## src/rtl/speedtest_readout_pkg.sv

```systemverilog
// speedtest_readout_pkg
// Shared types and helpers for the speed-test readout stream:
//   - ser_state_t           : serializer state encoding
//   - words_per_snapshot()  : number of output words per snapshot
//   - DROP_CNT_W            : width of the saturating drop counter
`timescale 1ns/1ps

package speedtest_readout_pkg;

    localparam int DROP_CNT_W = 8;

    typedef enum logic {
        IDLE = 1'b0,
        SEND = 1'b1
    } ser_state_t;

    function automatic int words_per_snapshot(input int n_ch, input int word_w);
        return (n_ch + word_w - 1) / word_w;
    endfunction

endpackage

```

## src/rtl/speedtest_snap_fifo.sv

```systemverilog
// speedtest_snap_fifo
// Synchronous show-ahead FIFO holding complete snapshots.
// rdata always presents the oldest entry while empty is low.
// A push on a full FIFO is accepted only if a pop happens in the same cycle.
// Ports:
//   clk, reset     : clock, asynchronous active-high reset
//   push, wdata    : write request and data
//   pop, rdata     : read request and head-of-queue data
//   full, empty    : occupancy flags
//   count          : current occupancy (0..DEPTH)
`timescale 1ns/1ps

module speedtest_snap_fifo #(
    parameter int WIDTH = 64,
    parameter int DEPTH = 16
) (
    input  logic                     clk,
    input  logic                     reset,
    input  logic                     push,
    input  logic [WIDTH-1:0]         wdata,
    input  logic                     pop,
    output logic [WIDTH-1:0]         rdata,
    output logic                     full,
    output logic                     empty,
    output logic [$clog2(DEPTH):0]   count
);

    localparam int AW = $clog2(DEPTH);

    logic [WIDTH-1:0] r_mem [DEPTH];
    logic [AW-1:0]    r_wr_ptr;
    logic [AW-1:0]    r_rd_ptr;
    logic [AW:0]      r_count;
    logic             w_do_push;
    logic             w_do_pop;

    assign full      = (r_count == (AW+1)'(DEPTH));
    assign empty     = (r_count == '0);
    assign count     = r_count;
    assign rdata     = r_mem[r_rd_ptr];
    assign w_do_pop  = pop && !empty;
    assign w_do_push = push && (!full || w_do_pop);

    // Storage carries no reset; validity is tracked by the pointers/count.
    always_ff @(posedge clk) begin
        if (w_do_push) begin
            r_mem[r_wr_ptr] <= wdata;
        end
    end

    always_ff @(posedge clk or posedge reset) begin
        if (reset) begin
            r_wr_ptr <= '0;
            r_rd_ptr <= '0;
            r_count  <= '0;
        end else begin
            if (w_do_push) begin
                r_wr_ptr <= r_wr_ptr + 1'b1;
            end
            if (w_do_pop) begin
                r_rd_ptr <= r_rd_ptr + 1'b1;
            end
            case ({w_do_push, w_do_pop})
                2'b10:   r_count <= r_count + 1'b1;
                2'b01:   r_count <= r_count - 1'b1;
                default: r_count <= r_count;
            endcase
        end
    end

endmodule

```

## src/rtl/speedtest_readout_stream.sv

```systemverilog
// speedtest_readout_stream
// Periodically snapshots N_CH asynchronous comparator outputs, buffers the
// snapshots in a DEPTH-entry FIFO and streams each one as WORD_W-bit words,
// least-significant word first, over a valid/ready interface.
// Optional build macro: SPEEDTEST_TIMESTAMP_EN adds a free-running cycle
// counter latched with every snapshot and sent as a header word before word 0.
// Ports:
//   clk, reset           : clock, asynchronous active-high reset
//   din                  : raw comparator outputs (asynchronous)
//   enable               : sampling enable; low holds the period counter at 0
//   sample_period        : cycles between samples (0 behaves as 1)
//   dout/dout_valid/
//   dout_ready/dout_last : output word stream, dout_last on final data word
//   overflow, drop_cnt   : sticky drop flag and saturating drop count
//   clear_ovf            : synchronous clear of overflow and drop_cnt
//   fill_level           : current FIFO occupancy
`timescale 1ns/1ps

module speedtest_readout_stream
    import speedtest_readout_pkg::*;
#(
    parameter int N_CH   = 64,
    parameter int WORD_W = 32,
    parameter int DEPTH  = 16,
    parameter int DIV_W  = 16
) (
    input  logic                     clk,
    input  logic                     reset,
    input  logic [N_CH-1:0]          din,
    input  logic                     enable,
    input  logic [DIV_W-1:0]         sample_period,
    output logic [WORD_W-1:0]        dout,
    output logic                     dout_valid,
    input  logic                     dout_ready,
    output logic                     dout_last,
    output logic                     overflow,
    input  logic                     clear_ovf,
    output logic [DROP_CNT_W-1:0]    drop_cnt,
    output logic [$clog2(DEPTH):0]   fill_level
);

    localparam int NW = words_per_snapshot(N_CH, WORD_W);
`ifdef SPEEDTEST_TIMESTAMP_EN
    localparam int NWT = NW + 1;
`else
    localparam int NWT = NW;
`endif
    localparam int SNAP_W = NWT * WORD_W;
    localparam int IDX_W  = (NWT > 1) ? $clog2(NWT) : 1;

    logic [N_CH-1:0]          r_sync1;
    logic [N_CH-1:0]          r_sync2;
    logic [DIV_W-1:0]         r_period_cnt;
    logic [DIV_W-1:0]         w_period_m1;
    logic                     w_strobe;
    logic [NW*WORD_W-1:0]     w_data_pad;
    logic [SNAP_W-1:0]        w_snap;
    logic [SNAP_W-1:0]        w_rdata;
    logic                     w_full;
    logic                     w_empty;
    logic                     w_pop;
    logic                     w_drop;
    logic                     w_accept;
    ser_state_t               r_state;
    logic [SNAP_W-1:0]        r_buf;
    logic [IDX_W-1:0]         r_idx;
    logic [WORD_W-1:0]        r_dout;
    logic                     r_dout_valid;
    logic                     r_dout_last;
    logic                     r_overflow;
    logic [DROP_CNT_W-1:0]    r_drop_cnt;

    always_ff @(posedge clk or posedge reset) begin
        if (reset) begin
            r_sync1 <= '0;
            r_sync2 <= '0;
        end else begin
            r_sync1 <= din;
            r_sync2 <= r_sync1;
        end
    end

    // >= rather than == so that lowering sample_period on the fly cannot
    // leave the counter stranded above the new terminal count.
    assign w_period_m1 = (sample_period == '0) ? '0 : sample_period - 1'b1;
    assign w_strobe    = enable && (r_period_cnt >= w_period_m1);

    always_ff @(posedge clk or posedge reset) begin
        if (reset) begin
            r_period_cnt <= '0;
        end else if (!enable || w_strobe) begin
            r_period_cnt <= '0;
        end else begin
            r_period_cnt <= r_period_cnt + 1'b1;
        end
    end

    always_comb begin
        w_data_pad           = '0;
        w_data_pad[N_CH-1:0] = r_sync2;
    end

`ifdef SPEEDTEST_TIMESTAMP_EN
    logic [WORD_W-1:0] r_ts;

    always_ff @(posedge clk or posedge reset) begin
        if (reset) begin
            r_ts <= '0;
        end else begin
            r_ts <= r_ts + 1'b1;
        end
    end

    // Timestamp occupies the least-significant word so it is sent first.
    assign w_snap = {w_data_pad, r_ts};
`else
    assign w_snap = w_data_pad;
`endif

    speedtest_snap_fifo #(
        .WIDTH (SNAP_W),
        .DEPTH (DEPTH)
    ) u_fifo (
        .clk   (clk),
        .reset (reset),
        .push  (w_strobe),
        .wdata (w_snap),
        .pop   (w_pop),
        .rdata (w_rdata),
        .full  (w_full),
        .empty (w_empty),
        .count (fill_level)
    );

    assign w_accept = r_dout_valid && dout_ready;
    // Pop when idle, or when the final word is being accepted so the next
    // snapshot follows without a bubble.
    assign w_pop    = !w_empty &&
                      ((r_state == IDLE) || (r_state == SEND && w_accept && r_dout_last));
    assign w_drop   = w_strobe && w_full && !w_pop;

    always_ff @(posedge clk or posedge reset) begin
        if (reset) begin
            r_state      <= IDLE;
            r_buf        <= '0;
            r_idx        <= '0;
            r_dout       <= '0;
            r_dout_valid <= 1'b0;
            r_dout_last  <= 1'b0;
        end else if (w_pop) begin
            r_state      <= SEND;
            r_dout       <= w_rdata[WORD_W-1:0];
            r_buf        <= w_rdata >> WORD_W;
            r_idx        <= '0;
            r_dout_valid <= 1'b1;
            r_dout_last  <= (NWT == 1);
        end else if (r_state == SEND && w_accept) begin
            if (r_dout_last) begin
                r_state      <= IDLE;
                r_dout_valid <= 1'b0;
                r_dout_last  <= 1'b0;
            end else begin
                r_dout      <= r_buf[WORD_W-1:0];
                r_buf       <= r_buf >> WORD_W;
                r_idx       <= r_idx + 1'b1;
                r_dout_last <= (r_idx == IDX_W'(NWT - 2));
            end
        end
    end

    always_ff @(posedge clk or posedge reset) begin
        if (reset) begin
            r_overflow <= 1'b0;
            r_drop_cnt <= '0;
        end else if (clear_ovf) begin
            r_overflow <= 1'b0;
            r_drop_cnt <= '0;
        end else if (w_drop) begin
            r_overflow <= 1'b1;
            if (r_drop_cnt != '1) begin
                r_drop_cnt <= r_drop_cnt + 1'b1;
            end
        end
    end

    assign dout       = r_dout;
    assign dout_valid = r_dout_valid;
    assign dout_last  = r_dout_last;
    assign overflow   = r_overflow;
    assign drop_cnt   = r_drop_cnt;

endmodule

```

## config.mk

```make
export PLATFORM = sky130hd
export DESIGN_NAME = speedtest_readout_stream
export DESIGN_NICKNAME = d
export VERILOG_FILES = /design/src/rtl/speedtest_readout_pkg.sv /design/src/rtl/speedtest_snap_fifo.sv /design/src/rtl/speedtest_readout_stream.sv
export SDC_FILE = /design/constraint.sdc
export NUM_CORES = 1
export LEC_CHECK = 0
export CORE_MARGIN = 3
export CORE_UTILIZATION = 25
export DETAILED_ROUTE_END_ITERATION = 8
export GPL_TIMING_DRIVEN = 0
export PLACE_DENSITY_LB_ADDON = 0.08
export SYNTH_ARGS = -nofsm -noshare
export SYNTH_HDL_FRONTEND = slang
export SYNTH_SLANG_ARGS = --single-unit
```

## constraint.sdc

```tcl
create_clock -name clk -period 14.25 [get_ports clk]
set_input_delay 2.1375 -clock clk [delete_from_list [all_inputs] [get_ports clk]]
set_output_delay 2.1375 -clock clk [all_outputs]
set_load 0.02 [all_outputs]
```

* Word-level counts from Yosys, hierarchy flattened *
Memory sizes are Yosys's and may differ from the RTL's.
Index checks and enable logic that the tools add are counted.
W data, S select, Z words.

operators by class
  reduce and logical (&&, ||, !) cells = 26
  eq/ne operators = 5
  mux-type cells = 25
  order comparisons = 1
  bitwise logic cells = 2
  $add $sub $neg = 8

operators with widths
  kind                     number
  $mux W64                 3
  $mux W32                 3
  $mux W16                 2
  $mux W8                  3
  $add A16 B1 Y16 const B  1
  $ge A16 B16 Y1           1
  $logic_not A16 Y1        1
  $sub A16 B1 Y16 const B  1
  $mux W1                  13
  $pmux W5 S2              1
  $reduce_bool A2 Y1       5
  $logic_and A1 B1 Y1      9
  $add A4 B1 Y4 const B    2
  $add A8 B1 Y8 const B    1
  $ne A8 B8 Y1 const B     1
  $reduce_and A2 Y1        3
  $add A5 B1 Y5 const B    1
  $eq A5 B5 Y1 const B     1
  $logic_not A5 Y1         1
  $sub A5 B1 Y5 const B    1
  $logic_not A1 Y1         4
  $logic_or A1 B1 Y1       3
  $eq A2 B1 Y1 const B     1
  $eq A2 B2 Y1 const B     1
  3 further kinds          4

storage, ports and cells
  logic and storage cells = 81
  bits in writable memories = 1024
  bits in registers = 265
  input bits = 85
  memories = 1

memory list
  name          words  bits a word  rd ports  clocked after Yosys merged registers in  wr ports  line                       text
  u_fifo.r_mem  16     64           1         0                                        1         speedtest_snap_fifo.sv:30  logic [WIDTH-1:0] r_mem [DEPTH];

* Longest topological paths before layout *
Gate-level depths: netlist of the first run.

  word-level depth = 10
  depth in mapped cells = 21
  depth with buffers taken out = 19

* Modules after synthesis *
A second synthesis of the first run with hierarchy kept.

second synthesis, totals
  cells, all modules = 2309
  area, all modules = 46972.6 sq um

modules (own cells, without submodules)
  module                    area an instance (sq um)  cells each  seq. area each (sq um)  instances
  speedtest_snap_fifo       39128.8                   1658        31074.8                 1
  speedtest_readout_stream  7843.8                    651         5505.3                  1

* Worst setup path before layout of the first run *
No wires, ideal clock.

  path kind = input to register
  from = in sample_period[11]
  to = mem u_fifo.r_mem[0][0] (enable)
  data arrival time = 11.691 ns
  required time = 13.584 ns
  path buffers = 4
  setup slack = 1.893 ns
  stages on the path = 15
  path through = or4_1 > or3_1 > or3_1 > clkbuf_1 > buf_2 > nand2_1 > ha_1 > nand4_1 > nor3_2 > nor4b_2 > o31a_1 > buf_6 > nand2_1 > buf_2 > nor4b_1

on the way
  word-level cells in the longest chain between the ends = 7

RTL lines
  element                                                      line                            text
  from (decl)                                                  speedtest_readout_stream.sv:31  input logic [DIV_W-1:0] sample_period,
  $sub A16 B1 Y16 / $logic_not A16 Y1 (equally long branches)  speedtest_readout_stream.sv:85  assign w_period_m1 = (sample_period == '0) ? '0 : sample_period - 1'b1;
  $mux W16 *                                                   speedtest_readout_stream.sv:85
  $ge A16 B16 Y1 *                                             speedtest_readout_stream.sv:86  assign w_strobe = enable && (r_period_cnt >= w_period_m1);
  $logic_and A1 B1 Y1 *                                        speedtest_readout_stream.sv:86
  $logic_and A1 B1 Y1 *                                        speedtest_snap_fifo.sv:42       assign w_do_push = push && (!full || w_do_pop);
  $mux W1 *                                                    speedtest_snap_fifo.sv:46       if (w_do_push) begin
  $mux W1 (implied by the code) *                              speedtest_snap_fifo.sv:47       r_mem[r_wr_ptr] <= wdata;
  to (decl)                                                    speedtest_snap_fifo.sv:30

Every way passes the cells marked *; elsewhere a longest branch is shown, timed or not.

* Worst setup path in the final report of the first run *
  from = in sample_period[9]
  to = mem u_fifo.r_mem[0][48] (enable)

Same word-level chain as after synthesis.

==> results of run 1 <==
## synth_stat cells, types with 5 or more instances
cell type | number | area, um^2
edfxtp_1 | 1024 | 30700
mux4_2 | 320 | 7210
dfrtp_1 | 233 | 5830
nand2_1 | 136 | 510
o21ai_0 | 72 | 360
clkbuf_1 | 69 | 259
nor2_1 | 36 | 135
mux2i_1 | 32 | 320
buf_2 | 30 | 150
ha_1 | 28 | 350
xor2_1 | 22 | 193
nand3_1 | 19 | 95.1
a21oi_1 | 15 | 75.1
xnor2_1 | 14 | 123
nor3_1 | 11 | 55.1
inv_1 | 9 | 33.8
or4_1 | 9 | 67.6
and3_1 | 7 | 43.8
nand4_1 | 7 | 43.8
o31ai_1 | 7 | 52.6
buf_1 | 6 | 22.5
or3_1 | 6 | 37.5
and4b_1 | 5 | 50.1
## worst paths after layout
path                                  endpoint  cells past startpoint              from
max                        u_fifo.r_mem[0][48]                     21  sample_period[9]
max in group asynchronous          r_sync1[52]                      5             reset
min in group asynchronous            dout_last                      3             reset
min reg2reg                        r_sync2[43]                      0       r_sync1[43]
min                                r_sync2[43]                      0       r_sync1[43]
max reg2reg                u_fifo.r_mem[0][48]                     14  r_period_cnt[13]
## cell families after synthesis
kind of cell | share of synthesized area
xor gates and xnor gates | 0.00669
DFF | 0.776
adders and majority gates | 0.00786
buffers and inverters | 0.0103
and+or+nand+nor | 0.0253
AOI/OAI and AO/OA | 0.0127
muxes | 0.161
## power breakdown
group / total (mW) / switching (mW) / leakage [nW] / internal (mW)
Combinational: 2.66 / 1.48 / 4.78 / 1.17
Clock: 3.87 / 1.52 / 2.45 / 2.35
Sequential: 4.26 / 0.177 / 12.1 / 4.09
## registers in the layout, summed over array words and instances, names as in the netlist, 4 cells and up
name	count
dout	32
drop_cnt	8
r_buf	32
r_period_cnt	16
r_sync1	64
r_sync2	64
u_fifo.count	5
u_fifo.r_mem	1024
u_fifo.r_rd_ptr	4
u_fifo.r_wr_ptr	4
## metal layers
metal,wire (um),GRT usage,vias to the layer above,share of wire
met5,0,0,-,0
met4,4140,0.0487,0,0.029
met3,5110,0.0247,179,0.036
met2,71900,0.252,471,0.51
met1,60200,0.187,12600,0.43
li1,-,-,9680,-
## critical path, stage by stage
cell and delay (ns):
clkdlybuf4s50_1 0.48, or4_1 0.58, or3_1 0.38, or3_1 0.36, clkbuf_1 0.17, buf_2 0.21
nand2_1 0.08, ha_1 0.17, nand4_1 0.16, nor3_2 0.26, nor4b_2 0.37, o31a_1 0.23
buf_6 0.16, nand2_1 0.08, buf_2 0.26, nor4b_2 0.57, buf_4 0.30, buf_4 0.21
buf_4 0.20, buf_4 0.19, buf_4 0.20
## area by class of cell
cell class | count | area, um^2 | share of cell area
Inverter | 9 | 41.3 | 0.000709
Sequential cell | 1257 | 36600 | 0.628
Antenna cell | 2 | 5.00 | 0.0000860
Clock buffer | 222 | 4370 | 0.0751
Tap cell | 2480 | 3100 | 0.0533
Clock inverter | 57 | 654 | 0.0112
Buffer | 107 | 454 | 0.00780
Multi-Input combinational cell | 785 | 10200 | 0.175
Timing Repair Buffer | 254 | 2830 | 0.0486
## metrics by stage
step	utilization	setup slack (ns)
after floorplan	-	1.89
after global placement	0.277	-11.17
after detailed placement	0.285	6.12
after CTS	0.312	6.96
after global routing	0.312	6.58
final	0.312	6.94
==> implementation parameters, run 1 <==
Parameter                              Value

Routing
  Average via count per standard cell ... 4.43
  Number of DRC violations after detailed-routing iteration 0 ... around 1.8k
  DR pass1 iterations ... 7
  Number of nets with antenna violations after detailed routing ... 0
  Total length of routed wires ... around 140,000 um
  Post-route DRC violation count ... 0
  DR WL/cell ... between 20 and 30 um
  Total number of vias ... approximately 23k

STA
  Pins Over Slew Limit ... 0
  Unrepaired setup endpoints after global routing ... no
  WHS ... around 0.34 ns
  Largest clock skew in the final design ... roughly 0.026 ns
  Crit path time final ... between 7 and 8 ns
  Transition time at the pin with the least slew margin ... 1.34 ns
  Final critical-path share of the clock period ... 0.513
  Highest achievable clock rate ... about 140 MHz
  Setup TNS Final ... 0 ns
  Number of failing setup endpoints in the final timing report ... 0
  Normalized max-slew margin ... 0.106
  Final Hold Viols ... 0

Cells and area
  Final std cell area, no fill ... just under 60,000 um^2
  Share of layout cells above drive strength 1 ... 0.269
  Commonest non-fill, non-tap cell in the layout ... edfxtp_1
  Growth of design area from synthesis to finish ... 23.5%
  Fill count ... roughly 18k
  Highest-count cells in the layout ignoring fill and taps ... 1,024 x edfxtp_1, 320 x mux4_2, 233 x dfrtp_1, 157 x clkbuf_16, 136 x nand2_1
  Number of standard cells in the layout, taps in and fillers out ... between 5k and 6k
  Count of nets after finishing ... around 2.7k

Clock tree
  Num CTS Buffers ... around 150
  TritonCTS clock tree ... built
  Hold-fix buffer count after cts ... 0
  Master cell of the clock root buffer ... clkbuf_16
  CTS Buffer Depth ... 3
  Sink Count ... 1,257
  Clock input transition at the sequential cells of the worst setup and hold paths ... 0.06 ns
  Post-CTS Setup Repair Bufs ... 0
  Gates resized, CTS repair ... 0
  Max H-tree Level ... 4
  Insertion delay to the later sink of the worst-skew pair ... approximately 0.78 ns

Synth
  Post-synthesis cell type count ... 48
  Share of async-settable or async-resettable flops after synthesis ... 0.185
  Ys flop type ... edfxtp_1
  Average cell area after synthesis ... ~22 um^2
  Number of flops mapped to enable cells by yosys ... 1,024
  Yosys warns ... 0
  Count of mapped cells out of synthesis ... roughly 2.2k
  Post-synthesis sequential area ratio ... 0.776
  Summed instance area of the synthesized netlist ... 47,100 um^2
  Post-synth net total ... between 2k and 2.5k
  Flops & latches, synth ... 1,257

Global routing
  Global routing usage summed across all routing layers ... 0.147
  Pin count of the biggest net entering global routing ... between 90 and 100
  Total overflow reported by the global router ... 0
  Wire length of the first global-routing pass ... ~200,000 um
  Antenna violations before repair ... 6
  Via count of the first global-routing pass ... 24.9k

Floorplanning
  Effective utilization at floorplan ... 0.253
  Standard-cell row count ... 158
  Die Area ... about 190,000 um^2
  Die width ... about 440 um
  Placeable Area ... 186,000 um^2
  Vert. Die Dim ... ~440 um
  I/O pins ... 133

Worst setup path
  CP Data Arrival Time ... about 7.8 ns
  Critical path start-end classification ... in -> reg
  Largest driver fanout on the critical path ... 10
  Required time reported for the critical path endpoint ... about 15 ns
  Setup crit end kind ... flip-flop
  Reg2Reg Setup Slack ... roughly 10 ns
  Kind of start point of the critical path ... primary input

Pwr
  Static Leakage ... 19.3 nW
  Worst vdd rail ir drop ... around 0.088 mV
  Total power consumption of the routed design ... about 11 mW
  Power density cells ... approximately 190 nW/um^2

Min path
  Worst hold path class ... reg -> reg

Placement
  Last weighted congestion value of the routability-driven placer ... 0.756
  Placed cells ... around 4.9k
  Detailed placer's ending HPWL ... 95,200 um
  Placed Instance Area ... 53,200 um^2
  Number of buffer cells added on primary ports ... 131

Outcome
  Status ... finished clean

Job
  Number of maximum-capacitance constraint violations ... 0
Note: power is estimated with default switching activity, not from simulation.
==> inputs of run 2 (changes only) <==
Clock period 14.25 ns to 6.8 ns, I/O delays scaled along.
==> run 2 against run 1 <==
Compared with the run above: critical endpoint is now u_fifo.r_mem[1][47]; total power up 110%; core utilization hardly changed; flip-flop and latch count unchanged.
==> implementation parameters, run 2 (synthesized netlist as in run 1, its figures left out) <==
Parameter                              Value

Worst setup path
  Number of cells on the worst reg-to-reg path ... 13 (-1)
  Kind of start point of the critical path ... primary input
  Setup crit end kind ... flip-flop
  CP Data Arrival Time ... 6.81 ns (-0.97 ns)
  Critical path start-end classification ... in -> reg
  Required time reported for the critical path endpoint ... 7.26 ns (-7.46 ns)
  Largest driver fanout on the critical path ... 10 (unchanged)

Placement
  Last weighted congestion value of the routability-driven placer ... 0.743 (-1.7%)
  Placed Instance Area ... 53,400 um^2 (+0.34%)
  Detailed placer's ending HPWL ... 93,600 um (-1.7%)
  Number of buffer cells added on primary ports ... 131 (unchanged)

Cells and area
  Antenna diodes ... 0 (-2)
  Biggest regs ... u_fifo.r_mem: 1024 flops, r_sync1: 64 flops, r_sync2: 64 flops
  Growth of design area from synthesis to finish ... 23.4% (about the same)
  Largest register FFs ... 1,024 (unchanged)
  Most flop-heavy register ... u_fifo.r_mem
  Fraction of the core area covered by cells at the end of the flow ... 0.312 (about the same)
  Count of nets after finishing ... 2,642 (-1.4%)
  Final std cell area, no fill ... 58,200 um^2 (about the same)
  Share of layout cells above drive strength 1 ... 0.257 (-0.0126)
  Commonest non-fill, non-tap cell in the layout ... edfxtp_1
  Highest-count cells in the layout ignoring fill and taps ... 1,024 x edfxtp_1, 320 x mux4_2, 233 x dfrtp_1, 156 x clkbuf_16, 136 x nand2_1

Clock tree
  Num CTS Buffers ... 151 (unchanged)
  Gates resized, CTS repair ... 0 (unchanged)
  Max H-tree Level ... 4 (unchanged)
  Sink Count ... 1,257 (unchanged)
  Hold-fix buffer count after cts ... 0 (unchanged)
  Clock input transition at the sequential cells of the worst setup and hold paths ... 0.06 ns (about the same)
  CTS Buffer Depth ... 3 (unchanged)
  Master cell of the clock root buffer ... clkbuf_16
  Post-CTS Setup Repair Bufs ... 0 (unchanged)
  Insertion delay to the later sink of the worst-skew pair ... 0.77 ns (about the same)
  TritonCTS clock tree ... built

Routing
  Number of DRC violations after detailed-routing iteration 0 ... 1,640 (-9.1%)
  Total number of vias ... 22.6k (-1.1%)
  Average via count per standard cell ... 4.41 (-0.30%)
  Total length of routed wires ... 140,000 um (-0.95%)
  Post-route DRC violation count ... 0 (unchanged)
  DR pass1 iterations ... 5 (-2)
  DR WL/cell ... 27.3 um (-0.16%)
  Number of nets with antenna violations after detailed routing ... 0 (unchanged)

Pwr
  Worst vdd rail ir drop ... 0.193 mV (+120%)
  Power density cells ... 384 nW/um^2 (+110%)
  Static Leakage ... 19.1 nW (-0.95%)

Global routing
  Wire length of the first global-routing pass ... 196,000 um (-0.16%)
  Antenna violations before repair ... 2 (-4)
  Pin count of the biggest net entering global routing ... 38 (-61%)
  Total overflow reported by the global router ... 0 (unchanged)
  Via count of the first global-routing pass ... 24.4k (-2.0%)
  Global routing usage summed across all routing layers ... 0.146 (-0.000538)

STA
  Crit path time final ... 6.35 ns
  Normalized max-slew margin ... 0.109 (+0.00387)
  Highest achievable clock rate ... ~160 MHz
  Largest clock skew in the final design ... 0.0282 ns (+0.00244 ns)
  Unrepaired setup endpoints after global routing ... no
  Final critical-path share of the clock period ... 0.933
  Pins Over Slew Limit ... 0 (unchanged)
  Transition time at the pin with the least slew margin ... 1.34 ns (-0.00580 ns)
  WHS ... 0.342 ns (-0.000239 ns)
  Number of failing setup endpoints in the final timing report ... 0 (unchanged)
  Final Hold Viols ... 0 (unchanged)

Job
  Number of maximum-capacitance constraint violations ... 0 (unchanged)

Outcome
  Status ... finished clean

Floorplanning
  Effective utilization at floorplan ... 0.253 (unchanged)
  I/O pins ... 133 (unchanged)
  Die Area ... 194,000 um^2 (unchanged)
  Placeable Area ... 186,000 um^2 (unchanged)
  Vert. Die Dim ... 440 um (unchanged)
  Die width ... 440 um (unchanged)
  Standard-cell row count ... 158 (unchanged)

Min path
  Worst hold path class ... reg -> reg
  Number of cells on the worst hold path ... 0 (unchanged)
==> run 2: per-layer routing <==
| metal | GRT usage | vias up | part of all wire |
|---|---|---|---|
| met4 | 0.0337 | 0 | 0.018 |
| li1 | - | 9613 | - |
| met3 | 0.0230 | 161 | 0.032 |
| met1 | 0.189 | 12500 | 0.43 |
| met2 | 0.256 | 413 | 0.52 |
| met5 | 0 | - | 0 |
==> run 2: cell type report <==
class                   instances  area [um^2]
plain buffers                 107          453
multi-input cells             785        10200
repair buffers                217         2960
fillers                     17900       128000
clock inverters                63          567
well taps                    2480         3100
clock buffers                 214         4250
inverters                       9         37.5
flip-flops and latches       1257        36600
==> run 2: power breakdown <==
group          total (mW)  switching [mW]  internal (mW)
registers            8.93           0.362           8.56
logic                5.58            3.12           2.47
clock network        7.83            3.17           4.66
==> run 2: worst paths after layout <==
kind | start | slack [ns] | end
min reg2reg | r_sync1[61] | 0.34 | r_sync2[61]
max reg2reg | r_period_cnt[13] | 2.36 | u_fifo.r_mem[1][47]
max in group asynchronous | reset | 4.61 | r_sync2[47]
min | r_sync1[61] | 0.34 | r_sync2[61]
max | sample_period[9] | 0.45 | u_fifo.r_mem[1][47]
min in group asynchronous | reset | 0.71 | r_sync1[19]
==> run 2: metrics by stage <==
step	power (mW)	cells	worst slack, ns	TNS, ns
after detailed placement	14.9	4855	-0.345	-12.29
after CTS	22.9	5132	0.458	0
after floorplan	12.3	2158	-1.27	-458.42
after global placement	14.8	4769	-8.58	-6028.63
final	22.3	5132	0.455	0
after global routing	23.4	5132	0.205	0
==> run 2: critical path, cell delays in order <==
cell and delay [ns]:
clkdlybuf4s50_1 0.48, or4_1 0.57, or3_1 0.38, or3_1 0.36
clkbuf_1 0.17, buf_2 0.21, nand2_1 0.08, ha_1 0.17
nand4_1 0.18, nor3_2 0.29, nor4b_2 0.38, o31a_1 0.22
buf_6 0.15, nand2_1 0.12, buf_2 0.31, nor4b_4 0.83
buf_6 0.29, buf_8 0.19, buf_8 0.19, buf_8 0.17
==> inputs of run 3 (changes only) <==
Settings changed: CORE_UTILIZATION 25 to 58.
==> run 3 against run 2 <==
Compared with the run above: maximum frequency down 0.63%; core utilization grew 38 points; clock skew decreased by 0.0058 ns; clock-buffer cell count is 33 lower; global-route usage increased by 12 points; non-clock buffer count decreased by 15; final area shrank 4.9%; combinational power is 7.7% lower; sequential share of layout area is 3.3 points higher; routed wire length shrank 22%; flip-flop and latch count did not move.
==> implementation parameters, run 3 (synthesized netlist as in run 1, its figures left out) <==
Parameter                              Value

STA
  Final critical-path share of the clock period ... 0.939 (+0.00595)
  Unrepaired setup endpoints after global routing ... no
  Setup TNS Final ... 0 ns (unchanged)
  Transition time at the pin with the least slew margin ... 1.25 ns (-0.0854 ns)
  Crit path time final ... 6.39 ns (+0.0405 ns)
  Number of failing setup endpoints in the final timing report ... 0 (unchanged)
  Pins Over Slew Limit ... 0 (unchanged)
  Normalized max-slew margin ... 0.166 (+0.0569)
  Highest achievable clock rate ... 157 MHz (-0.63%)
  Final Hold Viols ... 0 (unchanged)
  Largest clock skew in the final design ... 0.0224 ns (-0.00577 ns)

Pwr
  Worst vdd rail ir drop ... 0.238 mV (+23%)
  Power density cells ... 374 nW/um^2 (-2.5%)
  Static Leakage ... 18.6 nW (-2.7%)

Cells and area
  Highest-count cells in the layout ignoring fill and taps ... 1,024 x edfxtp_1, 320 x mux4_2, 233 x dfrtp_1, 136 x nand2_1, 131 x clkdlybuf4s50_1
  Commonest non-fill, non-tap cell in the layout ... edfxtp_1
  Count of nets after finishing ... 2,597 (-1.7%)
  Fill count ... 4,843 (-73%)
  Antenna diodes ... 0 (unchanged)
  Biggest regs ... u_fifo.r_mem: 1024 flops, r_sync1: 64 flops, r_sync2: 64 flops
  Largest register FFs ... 1,024 (unchanged)
  Growth of design area from synthesis to finish ... 17.3%
  Final std cell area, no fill ... 55,300 um^2 (-4.9%)
  Share of layout cells above drive strength 1 ... 0.245 (-0.0121)
  Most flop-heavy register ... u_fifo.r_mem

Clock tree
  Num CTS Buffers ... 121 (-20%)
  Max H-tree Level ... 3 (-1)
  Clock input transition at the sequential cells of the worst setup and hold paths ... 0.06 ns (about the same)
  Gates resized, CTS repair ... 0 (unchanged)
  Master cell of the clock root buffer ... clkbuf_16
  Sink Count ... 1,257 (unchanged)
  Hold-fix buffer count after cts ... 0 (unchanged)
  CTS Buffer Depth ... 3 (unchanged)
  Post-CTS Setup Repair Bufs ... 0 (unchanged)
  Insertion delay to the later sink of the worst-skew pair ... 0.69 ns (-0.08 ns)
  TritonCTS clock tree ... built

Placement
  Number of buffer cells added on primary ports ... 131 (unchanged)
  Detailed placer's ending HPWL ... 71,000 um (-24%)
  Placed Instance Area ... 51,300 um^2 (-3.9%)
  Last weighted congestion value of the routability-driven placer ... 0.873 (+18%)

Routing
  DR pass1 iterations ... 5 (unchanged)
  Total length of routed wires ... 110,000 um (-22%)
  DR WL/cell ... 30.2 um (+11%)
  Number of nets with antenna violations after detailed routing ... 0 (unchanged)
  Average via count per standard cell ... 6.35 (+44%)
  Number of DRC violations after detailed-routing iteration 0 ... 2,468 (+50%)
  Post-route DRC violation count ... 0 (unchanged)
  Total number of vias ... 23.1k (+2.1%)

Floorplanning
  Effective utilization at floorplan ... 0.591 (+0.338)
  Die width ... 291 um (-34%)
  I/O pins ... 133 (unchanged)
  Vert. Die Dim ... 291 um (-34%)
  Standard-cell row count ... 103 (-35%)
  Die Area ... 84,700 um^2 (-56%)
  Placeable Area ... 79,800 um^2 (-57%)

Worst setup path
  Number of cells on the worst reg-to-reg path ... 12 (-1)
  Required time reported for the critical path endpoint ... 7.18 ns (-0.08 ns)
  Setup crit start ... sample_period[9]
  Reg2Reg Setup Slack ... 2.43 ns (+0.07 ns)
  Critical path start-end classification ... in -> reg
  Kind of start point of the critical path ... primary input
  CP Data Arrival Time ... 6.77 ns (-0.04 ns)
  Critical register-to-register path startpoint ... r_period_cnt[13]
  Setup crit end kind ... flip-flop
  Largest driver fanout on the critical path ... 13 (+3)
  Reg-to-reg critical path endpoint ... u_fifo.r_mem[6][48]

Global routing
  Global routing usage summed across all routing layers ... 0.265 (+0.119)
  Pin count of the biggest net entering global routing ... 43 (+13%)
  Antenna violations before repair ... 0 (-2)
  Wire length of the first global-routing pass ... 163,000 um (-17%)
  Via count of the first global-routing pass ... 23.9k (-1.9%)
  Total overflow reported by the global router ... 0 (unchanged)

Job
  Number of maximum-capacitance constraint violations ... 0 (unchanged)

Outcome
  Status ... finished clean

Min path
  Worst hold path class ... reg -> reg
  Number of cells on the worst hold path ... 0 (unchanged)
  Hold Crit Start ... r_sync1[37]
  Terminating pin of the worst hold path ... r_sync2[37]
## run 3: cell types whose count changed in the layout (fill, tap and decap cells not counted), sizes merged
cell,change
inv,-1
clkbuf,-33
bufinv,-2
clkinv,-10
buf,-15
## run 3: cell type report
type / count / area, um^2 / share of cell area
plain buffers: 107 / 450 / 0.00815
multi-input cells: 785 / 10200 / 0.185
clock inverters: 50 / 450 / 0.00815
inverters: 9 / 37.5 / 0.000679
flip-flops and latches: 1257 / 36600 / 0.662
clock buffers: 181 / 3560 / 0.0644
repair buffers: 202 / 2690 / 0.0486
well taps: 1050 / 1310 / 0.0238
## run 3: critical path, cell delays in order
cell and delay [ns]:
clkdlybuf4s50_1 0.48, or4_1 0.57, or3_1 0.37, or3_1 0.37
clkbuf_1 0.18, buf_2 0.21, nand2_1 0.08, ha_1 0.16
nand4_1 0.16, nor3_2 0.25, nor4b_2 0.53, o31a_1 0.23
buf_6 0.15, nand2_1 0.11, buf_2 0.32, nor3_4 0.91
buf_16 0.24, buf_8 0.21, buf_16 0.18
## run 3: worst max path at each step
| stage | to | slack (ns) | cells after the start |
|---|---|---|---|
| final | u_fifo.r_mem[6][48] | 0.41 | 19 |
| after global routing | u_fifo.r_mem[6][40] | 0.15 | 19 |
| after CTS | u_fifo.r_mem[6][48] | 0.43 | 19 |
| after detailed placement | u_fifo.r_mem[6][50] | -0.27 | 19 |
| after global placement | u_fifo.r_mem[1][50] | -6.95 | 16 |
| after floorplan | u_fifo.r_mem[0][0] | -1.27 | 15 |
## run 3: metal layers
layer,vias up,track usage,part of all wire
met5,-,0,0
met4,0,0.0727,0.024
met3,163,0.0425,0.072
met2,950,0.422,0.49
met1,12500,0.391,0.41
li1,9505,-,-
## run 3: stage by stage
stage | worst slack, ns | power [mW] | hold slack [ns] | cells | utilization
floorplan | -1.27 | 12.3 | 0.331 | 2158 | -
global placement | -6.95 | 14.2 | 0.332 | 3339 | 0.624
detailed placement | -0.265 | 14.3 | 0.335 | 3410 | 0.643
CTS | 0.426 | 20.9 | 0.346 | 3641 | 0.693
global route | 0.155 | 21.4 | 0.352 | 3641 | 0.693
finish | 0.414 | 20.7 | 0.346 | 3641 | 0.693
## run 3: where the power goes
group          switching, mW  internal (mW)
combinational           2.70           2.45
clock                   2.79           3.85
sequential             0.355           8.56
total                   5.84           14.9
